File: src/rtl/jtdsp16_pkg.sv
// Shared constants and state encoding for the DSP16 do/redo loop cache.
package jtdsp16_pkg;

    localparam int unsigned DEPTH     = 15;
    localparam int unsigned DW        = 16;
    localparam int unsigned AW        = 4;
    localparam int unsigned NW        = 4;
    localparam int unsigned KW        = 7;
    localparam int unsigned DO_NI_MSB = 10;
    localparam int unsigned DO_NI_LSB = 7;
    localparam int unsigned DO_K_MSB  = 6;

    typedef enum logic [1:0] {
        IDLE = 2'd0,
        FILL = 2'd1,
        LOOP = 2'd2
    } do_state_e;

endpackage

File: src/rtl/jtdsp16_cache_mem.sv
// Loop-body register file: one cen-gated synchronous write port, one asynchronous read port.
module jtdsp16_cache_mem #(
    parameter int unsigned DEPTH = 15,
    parameter int unsigned DW    = 16,
    parameter int unsigned AW    = 4
) (
    input  logic          clk,
    input  logic          cen,
    input  logic          we,
    input  logic [AW-1:0] waddr,
    input  logic [DW-1:0] wdata,
    input  logic [AW-1:0] raddr,
    output logic [DW-1:0] rdata
);

    logic [DW-1:0] mem [DEPTH];

    // Contents are deliberately not reset so a later redo can replay them.
    always_ff @(posedge clk) begin
        if (cen && we) mem[waddr] <= wdata;
    end

    assign rdata = mem[raddr];

endmodule

File: src/rtl/jtdsp16_do_cache.sv
// DSP16 do/redo loop engine: records the loop body on the first pass, then replays it
// from the cache with the program counter frozen for the remaining passes.
module jtdsp16_do_cache
    import jtdsp16_pkg::*;
(
    input  logic          clk,
    input  logic          rst_n,
    input  logic          cen,
    input  logic          do_start,
    input  logic [10:0]   do_data,
    input  logic          ifetch,
    input  logic [DW-1:0] rom_dout,
    output logic [DW-1:0] cache_dout,
    output logic          cache_en,
    output logic          pc_hold,
    output logic          do_busy,
    output logic          no_int,
    output logic          fault
);

    do_state_e     state_q, state_d;
    logic [NW-1:0] ni_q, ni_d;
    logic [KW-1:0] k_q, k_d, iter_q, iter_d;
    logic [AW-1:0] wr_q, wr_d, rd_q, rd_d;
    logic          fault_d;
    logic [NW-1:0] do_ni, ni_last;
    logic [KW-1:0] do_k;
    logic [DW-1:0] rd_data;
    logic          we_c;

    assign do_ni   = do_data[DO_NI_MSB:DO_NI_LSB];
    assign do_k    = do_data[DO_K_MSB:0];
    assign ni_last = NW'(ni_q - 4'd1);
    assign we_c    = (state_q == FILL) && ifetch;

    jtdsp16_cache_mem #(.DEPTH(DEPTH), .DW(DW), .AW(AW)) u_mem (
        .clk   (clk),
        .cen   (cen),
        .we    (we_c),
        .waddr (wr_q),
        .wdata (rom_dout),
        .raddr (rd_q),
        .rdata (rd_data)
    );

    assign cache_dout = cache_en ? rd_data : '0;

    // Next-state, pointer and iteration bookkeeping.
    always_comb begin
        state_d = state_q;
        ni_d    = ni_q;
        k_d     = k_q;
        iter_d  = iter_q;
        wr_d    = wr_q;
        rd_d    = rd_q;
        fault_d = 1'b0;
        case (state_q)
            IDLE: begin
                if (do_start) begin
                    if (do_ni != '0) begin
                        ni_d    = do_ni;
                        k_d     = do_k;
                        wr_d    = '0;
                        state_d = FILL;
                    end else if (ni_q == '0) begin
                        fault_d = 1'b1;
                    end else if (do_k != '0) begin
                        iter_d  = do_k;
                        rd_d    = '0;
                        state_d = LOOP;
                    end
                end
            end
            FILL: begin
                fault_d = do_start;
                if (ifetch) begin
                    if (wr_q == ni_last) begin
                        if (k_q >= 7'd2) begin
                            iter_d  = KW'(k_q - 7'd1);
                            rd_d    = '0;
                            state_d = LOOP;
                        end else begin
                            state_d = IDLE;
                        end
                    end else begin
                        wr_d = AW'(wr_q + 4'd1);
                    end
                end
            end
            LOOP: begin
                fault_d = do_start;
                if (ifetch) begin
                    if (rd_q == ni_last) begin
                        rd_d = '0;
                        if (iter_q == 7'd1) state_d = IDLE;
                        else                iter_d  = KW'(iter_q - 7'd1);
                    end else begin
                        rd_d = AW'(rd_q + 4'd1);
                    end
                end
            end
            default: state_d = IDLE;
        endcase
    end

    // Outputs are registered from the next state so they line up with state_q.
    always_ff @(posedge clk or negedge rst_n) begin
        if (!rst_n) begin
            state_q  <= IDLE;
            ni_q     <= '0;
            k_q      <= '0;
            iter_q   <= '0;
            wr_q     <= '0;
            rd_q     <= '0;
            cache_en <= 1'b0;
            pc_hold  <= 1'b0;
            do_busy  <= 1'b0;
            no_int   <= 1'b0;
            fault    <= 1'b0;
        end else if (cen) begin
            state_q  <= state_d;
            ni_q     <= ni_d;
            k_q      <= k_d;
            iter_q   <= iter_d;
            wr_q     <= wr_d;
            rd_q     <= rd_d;
            cache_en <= (state_d == LOOP);
            pc_hold  <= (state_d == LOOP);
            do_busy  <= (state_d != IDLE);
            no_int   <= (state_d != IDLE);
            fault    <= fault_d;
        end
    end

endmodule
File: config.mk
export PLATFORM = sky130hd
export DESIGN_NAME = jtdsp16_do_cache
export DESIGN_NICKNAME = d
export VERILOG_FILES = /design/src/rtl/jtdsp16_pkg.sv /design/src/rtl/jtdsp16_cache_mem.sv /design/src/rtl/jtdsp16_do_cache.sv
export SDC_FILE = /design/constraint.sdc
export NUM_CORES = 1
export LEC_CHECK = 0
export CAP_MARGIN = 30
export CORE_MARGIN = 2
export CORE_UTILIZATION = 60
export DETAILED_ROUTE_END_ITERATION = 7
export GPL_ROUTABILITY_DRIVEN = 0
export GPL_TIMING_DRIVEN = 0
export PLACE_DENSITY = 0.79
export SLEW_MARGIN = 20
export SYNTH_ARGS = -nofsm -noshare
export SYNTH_HDL_FRONTEND = slang
export SYNTH_HIERARCHICAL = 1
export SYNTH_SLANG_ARGS = --single-unit
export TNS_END_PERCENT = 5
File: constraint.sdc
create_clock -name clk -period 4.5 [get_ports clk]
set_clock_uncertainty 0.2 [all_clocks]
set_input_delay 0.9 -clock clk [delete_from_list [all_inputs] [get_ports clk]]
set_output_delay 0.9 -clock clk [all_outputs]
set_load 0.005 [all_outputs]
==> flow_summary.toml, run 1 <==
[critical_path]
arrival_ns = 3.22
rr_worst_depth = 11
critPathLaunchType = "register"
timing.rr.end = "u_mem/mem[8][5]"
cp-end-kind = "primary output"
path_max_fanout = 10
cpMaxStageDelayCell = "dfrtp_1"
crit_required_ns = 3.40
crit_type = "reg -> out"
cp_slowest_stage_delay_ns = 0.54
crit_chain = "buf_6 -> buf_6 -> mux4_2 -> a22oi_1 -> o211ai_1 -> and2_1 -> clkdlybuf4s50_1"
crit_top_cell = "buf_6"
crit_buf_inv = 3
worst-r2r-setup-slack_ns = 1.09
critPathTopFamily = "buffers and inverters"
rr_startpoint = "state_q[1]"

[floorplanning]
die_width_microns = 143
dieArea_sq_um = 20300
core_sq_um = 18800
ios = 53
rows = 50
start_util_pct = 61.3
fp.dieH_microns = 143

[timing]
finalHoldViolCount = 0
relSlewSlack_pct = 45.3
worst_slew_pin_slew_ns = 0.817
period_minus_slack_ns = 4.32
max_freq_ghz = 0.232
slew_violations = 0
timing.final.crit_share_pct = 96.0
finalSetupTns_ns = 0
grt_setup_unrepaired = "false"
setup_viol = 0

[final_layout]
multi_input_area_sq_um = 3300
instances_no_fill = 1051
fin_area_sq_um = 13500
insertedDiodeCount = 0
syn_to_final_growth_pct = 17.2
fillerInstances = 1126
num-nets-final = 841
seqCellArea_sq_um = 7980
most-common-layout-cells = "edfxtp_1, clkdlybuf4s50_1, mux4_2"
final_common_cell = "edfxtp_1"
layout-drive-gt1-share_pct = 20.1
fin_util_pct = 71.9

[global_routing]
grt_max_degree = 32
grt_pass1_vias = 6938
antenna_found_initial = 1
grt_pass1_wl_microns = 40100
grt_overflow_total = 0
grt_usage_pct = 26.7

[drt]
drc = 0
first_pass_iters = 6
ant_nets = 0
wire_per_inst_microns = 24.9
drt_iter0_markers = 766
vias = 6824
wl_microns = 26200
via_per_inst = 6.49

[placed_design]
hpwl_microns = 16500
placed_cells = 1003
dpl_cell_area_sq_um = 12600
numPortBuffers = 52

[pwr]
seq_power_share_pct = 41.3
power.switching_uw = 2330
power_uw = 7600
power.share.combinational_pct = 29.2
max-vdd-ir-drop_mv = 0.372
p_leak_uw = 0.00459
internal_power_uw = 5270
pwr-share-clk_pct = 29.5
switching_share_pct = 30.7
powerDensity_nw_per_um2 = 563

[logic_synthesis]
postSynthCellCount = 698
synth_seq_cells = 271
ys.flop_type = "edfxtp_1"
synth.top_cell.area_share_pct = 62.6
async_flop_share_pct = 11.4
synth.distinct_cells = 55
synth_warnings = 6
ys_seq_area_share_pct = 69.4
synth.cell_area_sq_um = 11500
synth_edf_count = 240
synth_area_leaders = "edfxtp_1, mux4_2, dfrtp_1, mux2i_1, nor2_1"
avgSynthCellArea_sq_um = 16.5
yosys.area.top_type = "edfxtp_1"
synth_nets = 742

[clocking]
cts.sinks = 271
cts-root-buf = "clkbuf_16"
path_clk_slew_ns = 0.07
htreeDepth = 1
cts_tree = "yes"
cts_buffer_depth = 3
clk-insertion-delay-late_ns = 0.54
hold_buffers = 0
numCtsBuffers = 26

[outcome]
run_status = "finished clean"

[flow_run]
maxCapViolations = 0

[worst_hold_path]
hold_path.class = "in -> async"
==> through the flow <==
stage	setup slack, ns	hold slack, ns
floorplan	1.12	0.319
global placement	-0.457	0.321
detailed placement	0.729	0.341
CTS	0.128	0.227
global route	0.0285	0.264
finish	0.181	0.217
==> power groups by stage <==
| stage | registers (uW) | logic [uW] | clock network (uW) |
|---|---|---|---|
| global placement | 3160 | 2080 | 0 |
| floorplan | 3110 | 1550 | 0 |
| finish | 3140 | 2220 | 2240 |
| CTS | 3130 | 2210 | 2260 |
| global route | 3160 | 2410 | 2370 |
| detailed placement | 3180 | 2180 | 0 |
==> how the worst max path moves through the flow <==
stage,from,end,depth (start not counted)
5_1_grt,rd_q[0],cache_dout[0],7
4_1_cts,rd_q[2],cache_dout[0],8
2_1_floorplan,state_q[1],u_mem/mem[0][0],8
6_report,rd_q[0],cache_dout[5],7
3_3_place_gp,ifetch,u_mem/mem[8][11],7
3_5_place_dp,rd_q[0],cache_dout[6],7
==> cell usage after synthesis, types with 3 or more instances <==
| cell | instances |
|---|---|
| buf_2 | 10 |
| buf_6 | 6 |
| mux2i_1 | 27 |
| o21ai_0 | 11 |
| a21oi_1 | 22 |
| o211ai_1 | 12 |
| edfxtp_1 | 240 |
| nor3_1 | 8 |
| a31oi_1 | 7 |
| buf_4 | 5 |
| o22ai_1 | 9 |
| mux4_2 | 42 |
| a221oi_1 | 5 |
| nor2_1 | 45 |
| nand2_1 | 33 |
| dfrtp_1 | 31 |
| nor4_1 | 3 |
| or4_1 | 3 |
| inv_1 | 21 |
| xnor2_1 | 10 |
| mux2_4 | 5 |
| mux2_2 | 8 |
| clkbuf_1 | 12 |
| ha_1 | 12 |
| nor2b_1 | 12 |
| nand4_1 | 3 |
| a211oi_1 | 6 |
| nand3_1 | 8 |
| a22oi_1 | 11 |
| and2_1 | 18 |
| nand2b_1 | 11 |
| a211o_1 | 6 |
| xor2_1 | 9 |
==> layout make-up <==
type	count	area share [%]
sequential	271	59.2
multi-input combinational	373	24.5
timing repair buffer	71	5.52
clock buffer	37	5.50
tap	234	2.17
buffer	33	1.50
clock inverter	11	1.07
inverter	21	0.584
==> flip-flops by register name (all words and copies together), names as in the netlist <==
signal	flops
state_q	2
wr_q	4
ni_q	4
pc_hold	1
rd_q	4
u_mem/mem	240
no_int	1
k_q	7
fault	1
iter_q	7
==> logic make-up after synthesis <==
family                   Yosys count  share of synthesized area (%)
adder cells (fa/ha/maj)           12                           1.30
AO/OA/AOI/OAI                    102                           6.21
multiplexers                      83                           12.2
flip-flops                       271                           69.4
buffers and inverters             54                           2.42
XOR/XNOR                          20                           1.65
AND/OR/NAND/NOR                  156                           6.83
==> per-layer routing <==
metal | global-route usage (%) | vias to the layer above | part of all wire, %
met1 | 37.4 | 3407 | 40
met4 | 9.02 | 0 | 2.4
met3 | 4.78 | 54 | 9.3
li1 | - | 2935 | -
met5 | 0 | - | 0
met2 | 43.2 | 428 | 48
==> what timing repair did <==
action / 4_1_cts / 5_1_grt
setup buffers: 0 / 0
endpoints found under the setup margin: 0 / 9
gates resized for setup: 0 / 5
No activity file was read; power rests on OpenSTA's default activity.
==> run 2: changes to the inputs <==
--- a/config.mk
+++ b/config.mk
@@ -17,4 +17,4 @@
 export SYNTH_HDL_FRONTEND = slang
 export SYNTH_HIERARCHICAL = 1
 export SYNTH_SLANG_ARGS = --single-unit
-export TNS_END_PERCENT = 5
+export TNS_END_PERCENT = 1
==> results of run 2 <==
Same layout as run 1: the final DEF is identical, and so are final timing and power.
==> run 3: changes to the inputs <==
==> constraint.sdc (replaced) <==
create_clock -name clk -period 4.5 [get_ports clk]
set_clock_uncertainty 0.2 [all_clocks]
set_input_delay 1.125 -clock clk [delete_from_list [all_inputs] [get_ports clk]]
set_output_delay 1.125 -clock clk [all_outputs]
set_load 0.005 [all_outputs]
==> flow_summary.toml, run 3 (synthesis gave the netlist of run 1 again) <==
[global_routing]
grtUsageMet1_pct = 37.7
grt_pass1_wl_microns = 40100
antenna_found_initial = 1
met2_usage_pct = 43.2
grt_overflow_total = 0
grt_use_met3_pct = 4.44
grt_usage_pct = 26.8
grt_pass1_vias = 6917
gr-max-usage-layer = "met2"
grt_max_degree = 32

[timing]
finalSetupTns_ns = 0
timing.final.crit_share_pct = 98.9
worst_slew_pin_slew_ns = 0.818
setup_viol = 0
period_minus_slack_ns = 4.45
grt_setup_unrepaired = "true"
finalHoldViolCount = 0
slew_violations = 0
max_freq_ghz = 0.225
relSlewSlack_pct = 45.2

[worst_hold_path]
hold_path.class = "reg -> reg"
hold_depth = 2

[pwr]
pwr-share-clk_pct = 29.4
p_leak_uw = 0.00459
power_uw = 7610
power.share.combinational_pct = 29.3
max-vdd-ir-drop_mv = 0.371
internal_power_uw = 5280
power.switching_uw = 2330
switching_share_pct = 30.7
seq_power_share_pct = 41.2
powerDensity_nw_per_um2 = 563

[drt]
ant_nets = 0
drt_iter0_markers = 761
drc = 0
wl_microns = 26100
vias = 6860
via_per_inst = 6.53
wire_per_inst_microns = 24.8
first_pass_iters = 5

[floorplanning]
die_width_microns = 143
core_sq_um = 18800
start_util_pct = 61.3
ios = 53
dieArea_sq_um = 20300
fp.dieH_microns = 143
rows = 50

[critical_path]
path_max_fanout = 10
critPathLaunchType = "register"
crit_type = "reg -> out"
crit_required_ns = 3.17
arrival_ns = 3.12
rr_worst_depth = 11
cp-end-kind = "primary output"

[placed_design]
hpwl_microns = 16500
numPortBuffers = 52
dpl_cell_area_sq_um = 12600

[final_layout]
largestRegisters = "u_mem/mem: 240 flops, iter_q: 7 flops, k_q: 7 flops"
layout-drive-gt1-share_pct = 20.4
syn_to_final_growth_pct = 17.4
top_register = "u_mem/mem"
final_common_cell = "edfxtp_1"
num-nets-final = 841
insertedDiodeCount = 0
largest_reg_flops = 240
fin_area_sq_um = 13500
most-common-layout-cells = "edfxtp_1, clkdlybuf4s50_1, mux4_2"

[clocking]
clk-insertion-delay-late_ns = 0.54
cts_tree = "yes"
htreeDepth = 1
hold_buffers = 0
numCtsBuffers = 26
cts-root-buf = "clkbuf_16"
path_clk_slew_ns = 0.07
cts_buffer_depth = 3
cts.sinks = 271

[outcome]
run_status = "finished clean"

[flow_run]
maxCapViolations = 0
-- run 3: through the flow --
step / utilization (%) / worst slack (ns) / hold WS [ns] / cells
2_1_floorplan: - / 1.06 / 0.319 / 698
3_3_place_gp: 65.7 / -0.682 / 0.321 / 984
3_5_place_dp: 67.1 / 0.504 / 0.341 / 1003
4_1_cts: 71.9 / -0.00124 / 0.363 / 1051
5_1_grt: 72.0 / -0.0384 / 0.370 / 1051
6_report: 72.0 / 0.0509 / 0.352 / 1051
-- run 3: final cells by class --
type                            instances  area [sq um]
Tap cell                              234           293
Inverter                               21          78.8
Clock inverter                         11           144
Clock buffer                           37           742
Fill cell                            1125          5250
Buffer                                 33           218
Timing Repair Buffer                   71           744
Sequential cell                       271          7980
Multi-Input combinational cell        373          3310
-- run 3: timing repair --
| item | CTS | global route |
|---|---|---|
| setup buffers | 0 | 0 |
| endpoints found under the hold margin | 0 | 0 |
| setup endpoints to repair | 11 | 15 |
| gates resized for setup | 4 | 10 |
-- run 3: critical path: stages (launching register included) --
cell and delay [ns]:
dfrtp_2 0.47, buf_6 0.23, buf_6 0.23, mux4_2 0.58, a22oi_1 0.32, o211ai_1 0.14
and2_1 0.19, clkdlybuf4s50_1 0.44
-- run 3: worst paths after layout --
check,from,to,slack [ns]
max,rd_q[0],cache_dout[11],0.05
min,fault,fault,0.35
max reg2reg,state_q[1],u_mem/mem[8][5],1.09
min reg2reg,fault,fault,0.35
max in group asynchronous,rst_n,rd_q[0],3.13
min in group asynchronous,rst_n,ni_q[0],0.44
-- run 3: power groups by stage --
stage / registers, uW / clock network, uW / logic (uW)
2_1_floorplan: 3110 / 0 / 1550
3_3_place_gp: 3160 / 0 / 2080
3_5_place_dp: 3180 / 0 / 2180
4_1_cts: 3130 / 2260 / 2210
5_1_grt: 3160 / 2370 / 2420
6_report: 3140 / 2240 / 2230
-- run 3: per-layer routing --
metal,wire [microns],share of wire (%)
met5,0,0
met4,591,2.3
met3,2560,9.8
met2,12700,49
met1,10200,39
